===== src/rtl/uart_arb_pkg.sv =====
// rtl/uart_arb_pkg.sv - state encoding, frame length and width helpers for the uart_tx arbiter
package uart_arb_pkg;

  typedef enum logic [2:0] {
    ST_FLUSH = 3'd0,
    ST_IDLE  = 3'd1,
    ST_START = 3'd2,
    ST_WAIT  = 3'd3,
    ST_GUARD = 3'd4
  } state_t;

  // Bits needed to index 'value' distinct items; never less than 1.
  function automatic int clog2(input int value);
    int r;
    int v;
    r = 0;
    v = value - 1;
    while (v > 0) begin
      r++;
      v = v >> 1;
    end
    return (r < 1) ? 1 : r;
  endfunction

  // Clocks occupied by one uart_tx frame: start bit, data bits, stop bits.
  function automatic int frame_clocks(input int clkfreq, input int baudrate,
                                      input int dwidth, input int stopbit);
    return (clkfreq / baudrate) * (dwidth + 1 + stopbit);
  endfunction

  function automatic int max3(input int a, input int b, input int c);
    int m;
    m = (a > b) ? a : b;
    return (m > c) ? m : c;
  endfunction

endpackage


===== src/rtl/uart_tx_arbiter_if.sv =====
// rtl/uart_tx_arbiter_if.sv - requester handshake and uart_tx side signals of the arbiter
interface uart_tx_arbiter_if #(
  parameter int c_nreq   = 4,
  parameter int c_dwidth = 10
);
  logic [c_nreq-1:0]          req_valid_i;
  logic [c_nreq*c_dwidth-1:0] req_data_i;
  logic [c_nreq-1:0]          req_ready_o;
  logic [c_dwidth-1:0]        tx_din_o;
  logic                       tx_start_o;
  logic                       tx_done_tick_i;
  logic [c_nreq-1:0]          grant_o;
  logic                       busy_o;
  logic                       timeout_o;

  modport slave (
    input  req_valid_i, req_data_i, tx_done_tick_i,
    output req_ready_o, tx_din_o, tx_start_o, grant_o, busy_o, timeout_o
  );

  modport master (
    output req_valid_i, req_data_i, tx_done_tick_i,
    input  req_ready_o, tx_din_o, tx_start_o, grant_o, busy_o, timeout_o
  );
endinterface


===== src/rtl/uart_rr_pick.sv =====
// rtl/uart_rr_pick.sv - combinational round-robin picker: first valid index at or after ptr, wrapping
module uart_rr_pick
  import uart_arb_pkg::*;
#(
  parameter  int c_nreq = 4,
  localparam int c_ptrw = clog2(c_nreq)
) (
  input  logic [c_nreq-1:0] req_i,
  input  logic [c_ptrw-1:0] ptr_i,
  output logic [c_nreq-1:0] grant_o,
  output logic              any_o
);

  logic [c_ptrw-1:0] idx;
  logic              found;

  always_comb begin
    grant_o = '0;
    found   = 1'b0;
    idx     = '0;
    for (int i = 0; i < c_nreq; i++) begin
      idx = c_ptrw'((int'(ptr_i) + i) % c_nreq);
      if (!found && req_i[idx]) begin
        grant_o[idx] = 1'b1;
        found        = 1'b1;
      end
    end
  end

  assign any_o = found;

endmodule


===== src/rtl/uart_tx_arbiter.sv =====
// rtl/uart_tx_arbiter.sv - round-robin sharer of one uart_tx; define UART_ARB_TIMEOUT_EN to abort stuck frames
module uart_tx_arbiter
  import uart_arb_pkg::*;
#(
  parameter int c_nreq     = 4,
  parameter int c_dwidth   = 10,
  parameter int c_clkfreq  = 100_000_000,
  parameter int c_baudrate = 10_000_000,
  parameter int c_stopbit  = 2,
  parameter int c_guard    = 4,
  parameter int c_timeout  = 260
) (
  input  logic               clk,
  input  logic               rst,
  uart_tx_arbiter_if.slave   bus
);

  localparam int c_frame = frame_clocks(c_clkfreq, c_baudrate, c_dwidth, c_stopbit);
  localparam int c_ptrw  = clog2(c_nreq);
  localparam int c_cntw  = clog2(max3(c_frame, c_guard, c_timeout) + 1);

  state_t              state_q, state_d;
  logic [c_cntw-1:0]   cnt_q, cnt_d;
  logic [c_ptrw-1:0]   ptr_q, ptr_d;
  logic [c_nreq-1:0]   grant_q, grant_d;
  logic [c_nreq-1:0]   ready_q, ready_d;
  logic [c_dwidth-1:0] din_q, din_d;
  logic                start_q, start_d;
  logic                busy_q, busy_d;
`ifdef UART_ARB_TIMEOUT_EN
  logic                timeout_q, timeout_d;
`endif

  logic [c_nreq-1:0]   pick_grant;
  logic                pick_any;
  logic [c_ptrw-1:0]   pick_idx;
  logic [c_dwidth-1:0] pick_data;

  uart_rr_pick #(.c_nreq(c_nreq)) u_pick (
    .req_i   (bus.req_valid_i),
    .ptr_i   (ptr_q),
    .grant_o (pick_grant),
    .any_o   (pick_any)
  );

  always_comb begin
    pick_idx  = '0;
    pick_data = '0;
    for (int i = 0; i < c_nreq; i++) begin
      if (pick_grant[i]) begin
        pick_idx  = c_ptrw'(i);
        pick_data = bus.req_data_i[i*c_dwidth +: c_dwidth];
      end
    end
  end

  always_comb begin
    state_d = state_q;
    cnt_d   = cnt_q;
    ptr_d   = ptr_q;
    grant_d = grant_q;
    din_d   = din_q;
    start_d = 1'b0;
    ready_d = '0;
`ifdef UART_ARB_TIMEOUT_EN
    timeout_d = 1'b0;
`endif
    unique case (state_q)
      // uart_tx has no reset, so wait out any frame that may still be on the line
      ST_FLUSH: begin
        if (cnt_q == c_cntw'(c_frame - 1)) begin
          state_d = ST_IDLE;
          cnt_d   = '0;
        end else begin
          cnt_d = cnt_q + c_cntw'(1);
        end
      end
      ST_IDLE: begin
        if (pick_any) begin
          state_d = ST_START;
          grant_d = pick_grant;
          ready_d = pick_grant;
          start_d = 1'b1;
          din_d   = pick_data;
          cnt_d   = '0;
          ptr_d   = (int'(pick_idx) == c_nreq - 1) ? '0 : pick_idx + c_ptrw'(1);
        end
      end
      ST_START: begin
        state_d = ST_WAIT;
        cnt_d   = cnt_q + c_cntw'(1);
      end
      ST_WAIT: begin
        if (bus.tx_done_tick_i) begin
          grant_d = '0;
          cnt_d   = '0;
          state_d = (c_guard == 0) ? ST_IDLE : ST_GUARD;
        end
`ifdef UART_ARB_TIMEOUT_EN
        // counter started at START, so the abort pulse lands c_timeout clocks after it
        else if (cnt_q == c_cntw'(c_timeout - 1)) begin
          timeout_d = 1'b1;
          grant_d   = '0;
          cnt_d     = '0;
          state_d   = ST_FLUSH;
        end else begin
          cnt_d = cnt_q + c_cntw'(1);
        end
`endif
      end
      ST_GUARD: begin
        if (cnt_q == c_cntw'(c_guard - 1)) begin
          state_d = ST_IDLE;
          cnt_d   = '0;
        end else begin
          cnt_d = cnt_q + c_cntw'(1);
        end
      end
      default: begin
        state_d = ST_FLUSH;
        cnt_d   = '0;
      end
    endcase
    busy_d = (state_d != ST_IDLE);
  end

  always_ff @(posedge clk or posedge rst) begin
    if (rst) begin
      state_q   <= ST_FLUSH;
      cnt_q     <= '0;
      ptr_q     <= '0;
      grant_q   <= '0;
      ready_q   <= '0;
      din_q     <= '0;
      start_q   <= 1'b0;
      busy_q    <= 1'b0;
`ifdef UART_ARB_TIMEOUT_EN
      timeout_q <= 1'b0;
`endif
    end else begin
      state_q   <= state_d;
      cnt_q     <= cnt_d;
      ptr_q     <= ptr_d;
      grant_q   <= grant_d;
      ready_q   <= ready_d;
      din_q     <= din_d;
      start_q   <= start_d;
      busy_q    <= busy_d;
`ifdef UART_ARB_TIMEOUT_EN
      timeout_q <= timeout_d;
`endif
    end
  end

  assign bus.req_ready_o = ready_q;
  assign bus.tx_din_o    = din_q;
  assign bus.tx_start_o  = start_q;
  assign bus.grant_o     = grant_q;
  assign bus.busy_o      = busy_q;
`ifdef UART_ARB_TIMEOUT_EN
  assign bus.timeout_o   = timeout_q;
`else
  assign bus.timeout_o   = 1'b0;
`endif

endmodule


===== src/flat_wrapper.sv =====
// flat-port wrapper written by rule: the top's interface ports become plain ports
module uart_tx_arbiter_flat import uart_arb_pkg::*;
#(
  parameter int c_nreq     = 4,
  parameter int c_dwidth   = 10,
  parameter int c_clkfreq  = 100_000_000,
  parameter int c_baudrate = 10_000_000,
  parameter int c_stopbit  = 2,
  parameter int c_guard    = 4,
  parameter int c_timeout  = 260
)
  (clk, rst, bus_req_valid_i, bus_req_data_i, bus_tx_done_tick_i, bus_req_ready_o, bus_tx_din_o, bus_tx_start_o, bus_grant_o, bus_busy_o, bus_timeout_o);
  uart_tx_arbiter_if #(.c_nreq(c_nreq), .c_dwidth(c_dwidth)) bus_i ();
  input  logic clk;
  input  logic rst;
  input wire logic [$bits(bus_i.req_valid_i)-1:0] bus_req_valid_i;
  input wire logic [$bits(bus_i.req_data_i)-1:0] bus_req_data_i;
  input wire logic [$bits(bus_i.tx_done_tick_i)-1:0] bus_tx_done_tick_i;
  output wire logic [$bits(bus_i.req_ready_o)-1:0] bus_req_ready_o;
  output wire logic [$bits(bus_i.tx_din_o)-1:0] bus_tx_din_o;
  output wire logic [$bits(bus_i.tx_start_o)-1:0] bus_tx_start_o;
  output wire logic [$bits(bus_i.grant_o)-1:0] bus_grant_o;
  output wire logic [$bits(bus_i.busy_o)-1:0] bus_busy_o;
  output wire logic [$bits(bus_i.timeout_o)-1:0] bus_timeout_o;
  assign bus_i.req_valid_i = bus_req_valid_i;
  assign bus_i.req_data_i = bus_req_data_i;
  assign bus_i.tx_done_tick_i = bus_tx_done_tick_i;
  assign bus_req_ready_o = bus_i.req_ready_o;
  assign bus_tx_din_o = bus_i.tx_din_o;
  assign bus_tx_start_o = bus_i.tx_start_o;
  assign bus_grant_o = bus_i.grant_o;
  assign bus_busy_o = bus_i.busy_o;
  assign bus_timeout_o = bus_i.timeout_o;
  uart_tx_arbiter #(.c_nreq(c_nreq), .c_dwidth(c_dwidth), .c_clkfreq(c_clkfreq), .c_baudrate(c_baudrate), .c_stopbit(c_stopbit), .c_guard(c_guard), .c_timeout(c_timeout)) u_core (.clk(clk), .rst(rst), .bus(bus_i));
endmodule

===== config.mk =====
export PLATFORM = sky130hd
export DESIGN_NAME = uart_tx_arbiter_flat
export DESIGN_NICKNAME = d
export VERILOG_FILES = /design/src/rtl/uart_arb_pkg.sv /design/src/rtl/uart_tx_arbiter_if.sv /design/src/rtl/uart_rr_pick.sv /design/src/rtl/uart_tx_arbiter.sv /design/src/flat_wrapper.sv
export SDC_FILE = /design/constraint.sdc
export NUM_CORES = 1
export LEC_CHECK = 0
export CORE_ASPECT_RATIO = 0.8
export CORE_MARGIN = 1.5
export CORE_UTILIZATION = 41
export DETAILED_ROUTE_END_ITERATION = 10
export PLACE_DENSITY = 0.8
export SYNTH_ARGS = -nofsm -noshare
export SYNTH_HDL_FRONTEND = slang
export SYNTH_HIERARCHICAL = 1
export SYNTH_SLANG_ARGS = --single-unit

===== constraint.sdc =====
create_clock -name clk -period 3.4 [get_ports clk]
set_input_delay 0.68 -clock clk [delete_from_list [all_inputs] [get_ports clk]]
set_output_delay 0.68 -clock clk [all_outputs]
set_load 0.05 [all_outputs]

# Word-level counts from Yosys, hierarchy flattened
# Index checks and enable logic that the tools add are counted.
# totals
out_inout_bits	21
ff_bits	34
# classes
bitwise	3
n_lt_le_gt_ge	8
addsub	5
n_eq_ne	10
reduce_logical	15
n_mux	49
# ops
op	n
$pmux 9 s5	1
$mux 10	4
$mux 9	4
$mux 4	8
$mux 1	15
$pmux 3 s5	1
$lt 2x3->1 const B	4
$mux 3	4
$or 4x4->4	3
$add 9x1->9 const B	1
$eq 9x2->1 const B	1
$eq 9x8->1 const B	1
$bmux 1 s2	4
$demux 1 s2	4
$ge 2x1->1 const B	4
$pmux 4 s2	1
$logic_and 1x1->1	7
$eq 3x2->1 const B	2
$mux 2	3
$add 2x1->2 const B	2
$add 2x2->2 const B	2
$reduce_and 2->1	2
$eq 3x1->1 const B	1
$eq 3x3->1 const B	1
other kinds (8)	10

# Logic depth before layout (Yosys ltp)
# logic_depth
word_depth	17
depth_mapped	12
ltp_nobuf	10

# By module
# The synthesis kept the hierarchy.
# by_module_without_submodules
module	area_per_inst_um2	cells_per_inst	n_inst
uart_tx_arbiter	1834.3	190	1
uart_rr_pick	494.2	62	1

# Least setup slack after synthesis
# No wires, ideal clock.
# synth_path
kind	flip-flop to flip-flop
startpoint	reg u_core.ptr_q[1]
endpoint	reg u_core.din_q[0] (netlist: u_core/bus.tx_din_o[0])
path_stages_with_launch	13
t_arrival_ns	2.759
t_required_ns	3.270
slack_ns	0.511
period_less_slack_ns	2.889
path_buffers	2
path_cell_list	dfrtp_1 -> clkbuf_1 -> inv_1 -> ha_1 -> mux2i_1 -> mux2_2 -> a211oi_1 -> o2bb2ai_1 -> nor2b_1 -> clkbuf_1 -> a221o_1 -> o211ai_1 -> a31oi_1
# synth_rtl
element	line_no	text
start, declared	uart_tx_arbiter.sv:24	logic [c_ptrw-1:0] ptr_q, ptr_d;
start signal, assigned	uart_tx_arbiter.sv:143	ptr_q <= ptr_d;
branches (longest 11 deep; another with $lt 2x3->1)	-	
$mux 4 *	uart_rr_pick.sv:23	if (!found && req_i[idx]) begin
via u_core.pick_grant[1]	uart_tx_arbiter.sv:34	logic [c_nreq-1:0] pick_grant;
$mux 10 * (3 in a row)	uart_tx_arbiter.sv:50	if (pick_grant[i]) begin
end signal, assigned	uart_tx_arbiter.sv:146	din_q <= din_d;
end, declared	uart_tx_arbiter.sv:27	logic [c_dwidth-1:0] din_q, din_d;
# Mark *: on every way through the listed nets, which the timed path passes. The select of a mux whose other input is x is not followed.
# A chain may end at the register's enable or synchronous reset.

# Final worst setup path
# layout_path
startpoint	in bus_req_valid_i[1]
endpoint	reg u_core.din_q[6] (netlist: u_core/bus.tx_din_o[6])
# layout_via
elab_chain_len	16
# layout_lines
element	line_no	text
start, declared	flat_wrapper.sv:16	input wire logic [$bits(bus_i.req_valid_i)-1:0] bus_req_valid_i;
$bmux 1 s2	uart_rr_pick.sv:23	
$mux 1 (implied by the code)	uart_rr_pick.sv:23	
$mux 1	uart_rr_pick.sv:23	
$logic_not 1->1	uart_rr_pick.sv:23	
$logic_and 1x1->1	uart_rr_pick.sv:23	
$mux 1	uart_rr_pick.sv:23	
$logic_not 1->1	uart_rr_pick.sv:23	
$logic_and 1x1->1	uart_rr_pick.sv:23	
$mux 1	uart_rr_pick.sv:23	
$logic_not 1->1	uart_rr_pick.sv:23	
$logic_and 1x1->1	uart_rr_pick.sv:23	
$mux 4 *	uart_rr_pick.sv:23	
via u_core.pick_grant[0]	uart_tx_arbiter.sv:34	
$mux 10 * (4 in a row)	uart_tx_arbiter.sv:50	
# Mark *: on every way through the listed nets, which the timed path passes. The rest lies on a longest branch. The select of a mux whose other input is x is not followed.

==> out/summary.log <==
INFO  global_routing via_count_of_the_first_global_routing_pass=2144
INFO  drt            drt-initial-drc-count=82
INFO  setup_path     reg2reg_from=u_core/ptr_q[0]
INFO  drt            antenna_left=0
INFO  cells_and_area fill_cells=470
INFO  sta            tns=0ns
INFO  sta            rsz0062_at_grt=no
INFO  sta            final_clock_skew=0.008931ns
INFO  global_routing grt_overflow_total=0
INFO  setup_path     start_kind=input pin
INFO  drt            drcViolationCount=0
INFO  pwr            p_per_area=1016nW/um^2
INFO  cells_and_area multi_input_area=1345squm
INFO  setup_path     worst-path-max-fanout=9
INFO  cts            cts-root-buf=sky130_fd_sc_hd__clkbuf_8
INFO  worst_hold_path min-delay-path-class=flip-flop to flip-flop
INFO  drt            met2_wire_length=2747um
INFO  setup_path     timing.critical_path.to=u_core/bus.tx_din_o[6]
INFO  placed_design  port_buffers=66
INFO  cells_and_area diode_insertion_count_for_antenna_repair=0
INFO  placed_design  dpl-instance-area=3074squm
INFO  placed_design  dpl.hpwl=4338um
INFO  setup_path     worst_ep_arrival_time=3.30ns
INFO  drt            wirelength_met1=2522um
INFO  synth          synth_ff_type=sky130_fd_sc_hd__dfrtp_1
INFO  die            die_y=70.41um
INFO  synth          synth_area_leaders=sky130_fd_sc_hd__dfrtp_1 37%, sky130_fd_sc_hd__nand2_1 5.3%, sky130_fd_sc_hd__o211ai_1 4.8%
INFO  synth          ys_seq_area_share=36.54%
INFO  synth          synth_area=2328squm
INFO  synth          synth.distinct_cells=51
INFO  synth          cells_after_synth=252
INFO  setup_path     path_class=input pin to flip-flop
INFO  synth          synth_enable_flop_cells=0
INFO  drt            routed_wirelength=5690um
INFO  setup_path     cp_top_family=compound AO/OA/AOI/OAI gates
INFO  synth          postSynthAreaPerCell=9.240squm
INFO  die            design.die.area=6143squm
INFO  sta            timing.final.crit_share=91.48%
INFO  global_routing grt_max_degree=35
INFO  cells_and_area fin_nets=374
INFO  setup_path     timing.reg2reg.setup_slack=0.36ns
INFO  status         outcome=finished, final reports clean
INFO  drt            drt-wirelength-per-cell=14.30um
INFO  die            design.portCount=68
INFO  setup_path     cp_data_required_time=3.59ns
INFO  cts            clock_tree_from_tritoncts=yes
INFO  sta            hold_violations=0
INFO  sta            hold_ws=0.4986ns
INFO  drt            routed_wire_length_on_met3=387um
INFO  drt            via_count=2167
INFO  cells_and_area post_route_cells_drive_above_1_share=10.94%
INFO  synth          synthDominantCellAreaShare=36.54%
INFO  sta            worst_case_headroom_to_the_max_slew_limit=54.76%
INFO  cts            hold_buffers=0
INFO  sta            worst_slack=0.2897ns
INFO  synth          synth.yosys.warnings=6
INFO  drt            average_via_count_per_standard_cell=5.445
INFO  pwr            power_leakage=1.297nW
INFO  sta            finalSetupViolations=0
INFO  drt            drt_pre_antenna_iters=4
INFO  sta            timing.final.crit_period=3.110ns
INFO  sta            finalMaxSlewViolations=0
INFO  sta            fmax=0.3215GHz
INFO  drt            maxUsedRoutingLayer=met4
INFO  setup_path     critical_path_buf_inv_count=1
INFO  placed_design  preCtsSetupSlack=-0.007881ns
INFO  cells_and_area postLayoutCellArea=3212squm
INFO  cts            cts.path.max_buffers=2
INFO  cts            cts.sink_count=34
INFO  setup_path     cp.depth=9
INFO  die            dieWidth=87.26um
INFO  setup_path     r2r.worst_path.cells=9
INFO  cts            post_cts.resized_instances=0
INFO  synth          yosys_register_bits=34
INFO  synth          synth_fp_nets=307
INFO  die            coreArea=5465squm
INFO  job            maxCapViolations=0
INFO  sta            tightest_slew=0.6786ns
INFO  cts            cts.repair_timing.setup_buffer_count=0
INFO  cts            clk_latency=0.28ns
INFO  cts            cts-buffers-inserted=5
INFO  synth          async_flop_share=100.0%
INFO  setup_path     timing.critical_path.slowest_stage_cell=sky130_fd_sc_hd__nor2b_1
INFO  pwr            maximum_vdd_drop=0.0005623V
INFO  global_routing grt.total_usage=19.51%
INFO  setup_path     crit_chain=clkdlybuf4s50_1 > or3b_1 > a2111o_1 > nand3_2 > o2bb2ai_1 > nor2b_1 > a221o_1 > o211ai_1 > a31oi_1
INFO  setup_path     critical_path.reg2reg.endpoint=u_core/bus.tx_din_o[3]
INFO  die            start_util=42.61%
INFO  cts            cts_max_level=2
INFO  die            placementRows=24
INFO  synth          synth_area_leader_cell=sky130_fd_sc_hd__dfrtp_1
INFO  setup_path     delay_of_the_slowest_cell_on_the_worst_path=0.56ns
INFO  global_routing wire_length_of_the_first_global_routing_pass=9666um
INFO  setup_path     endpoint_type_of_the_worst_setup_path=flip-flop
INFO  setup_path     timing.critical_path.from=bus_req_valid_i[1]
INFO  cells_and_area post_synthesis_to_final_layout_area_growth=37.94%
INFO  cells_and_area ff_latch_area=850.8squm
INFO  pwr            post-layout-total-power=0.003262W
INFO  placed_design  final_replace_weighted_congestion=0.8393
INFO  global_routing antenna_found_initial=0
INFO  cts            worst_setup_hold_path_clk_slew=0.07ns
[cells in the final DEF (no fill, tap or decap), drive strengths merged, types with 3 or more instances in the layout]
cell and instances:
clkdlybuf4s50 66, dfrtp 34, nand2 33, nor2 25
o211ai 15, a31oi 12, buf 11, inv 9
a221o 9, ha 8, o21ai 8, nor3 7
mux2 6, mux2i 6, o22ai 6, clkbuf 5
a21oi 5, nand3 5, and2 4, a21o 4
nand2b 4, o2bb2ai 4, nor2b 3
[worst min path at each step]
stage                     cells after the start               endpoint                   from
final                                         1  u_core/bus.grant_o[2]  u_core/bus.grant_o[2]
after global routing                          1  u_core/bus.grant_o[1]  u_core/bus.grant_o[1]
after CTS                                     1  u_core/bus.grant_o[2]  u_core/bus.grant_o[2]
after detailed placement                      1  u_core/bus.grant_o[2]  u_core/bus.grant_o[2]
after global placement                        1  u_core/bus.grant_o[0]  u_core/bus.grant_o[0]
after floorplan                               2        u_core/cnt_q[1]        u_core/cnt_q[1]
[metrics by stage]
| stage | util, % | instances |
|---|---|---|
| global placement | 56.25 | 390 |
| CTS | 58.77 | 398 |
| detailed placement | 56.25 | 390 |
| floorplan | - | 252 |
| finish | 58.77 | 398 |
| global route | 58.77 | 398 |
[cell type report]
| cell class | count | share of cell area (%) |
|---|---|---|
| clock buffers | 5 | 2.143 |
| repair buffers | 77 | 23.14 |
| multi-input cells | 191 | 41.88 |
| clock inverters | 3 | 2.143 |
| inverters | 10 | 1.169 |
| well taps | 78 | 3.039 |
| flip-flops and latches | 34 | 26.49 |
[synthesized netlist by cell type (3+ instances only)]
cell,instances
sky130_fd_sc_hd__o22ai_1,6
sky130_fd_sc_hd__and2_1,4
sky130_fd_sc_hd__clkbuf_1,5
sky130_fd_sc_hd__mux2i_1,6
sky130_fd_sc_hd__dfrtp_1,34
sky130_fd_sc_hd__a31oi_1,10
sky130_fd_sc_hd__a221o_1,9
sky130_fd_sc_hd__o2bb2ai_1,4
sky130_fd_sc_hd__buf_2,6
sky130_fd_sc_hd__nor2b_1,3
sky130_fd_sc_hd__nand3_1,4
sky130_fd_sc_hd__mux2_2,6
sky130_fd_sc_hd__o211ai_1,15
sky130_fd_sc_hd__a21oi_1,5
sky130_fd_sc_hd__inv_1,9
sky130_fd_sc_hd__o21ai_0,7
sky130_fd_sc_hd__nor2_1,25
sky130_fd_sc_hd__nor3_1,6
sky130_fd_sc_hd__buf_4,4
sky130_fd_sc_hd__a21o_1,4
sky130_fd_sc_hd__ha_1,8
sky130_fd_sc_hd__nand2b_1,4
sky130_fd_sc_hd__nand2_1,33
[cells by family after synthesis]
family                   synth area share (%)
other                                  0.1610
multiplexers                            6.448
AND/OR/NAND/NOR                         19.02
buffers and inverters                   5.696
adder cells (fa/ha/maj)                 4.299
flip-flops                              36.54
AO/OA/AOI/OAI                           26.71
XOR/XNOR                                1.129
[registers in the layout, indices dropped and copies added (netlist names)]
register	flops
u_core/bus.tx_din_o	10
u_core/cnt_q	9
u_core/bus.grant_o	4
u_core/bus.req_ready_o	4
u_core/state_q	3
u_core/ptr_q	2
u_core/bus.busy_o	1
u_core/bus.tx_start_o	1
[power breakdown]
group / switching (W) / internal (W) / total (W)
sequential: 0.000136 / 0.000558 / 0.000694
clock: 0.000150 / 0.000294 / 0.000444
combinational: 0.00128 / 0.000848 / 0.00212
[routing by layer]
layer,global-route usage (%),vias to the layer above
met5,0,-
met4,3.527,0
met3,5.201,4
met2,32.91,63
met1,25.21,1036
li1,-,1064
(Power assumes the default switching activity.)
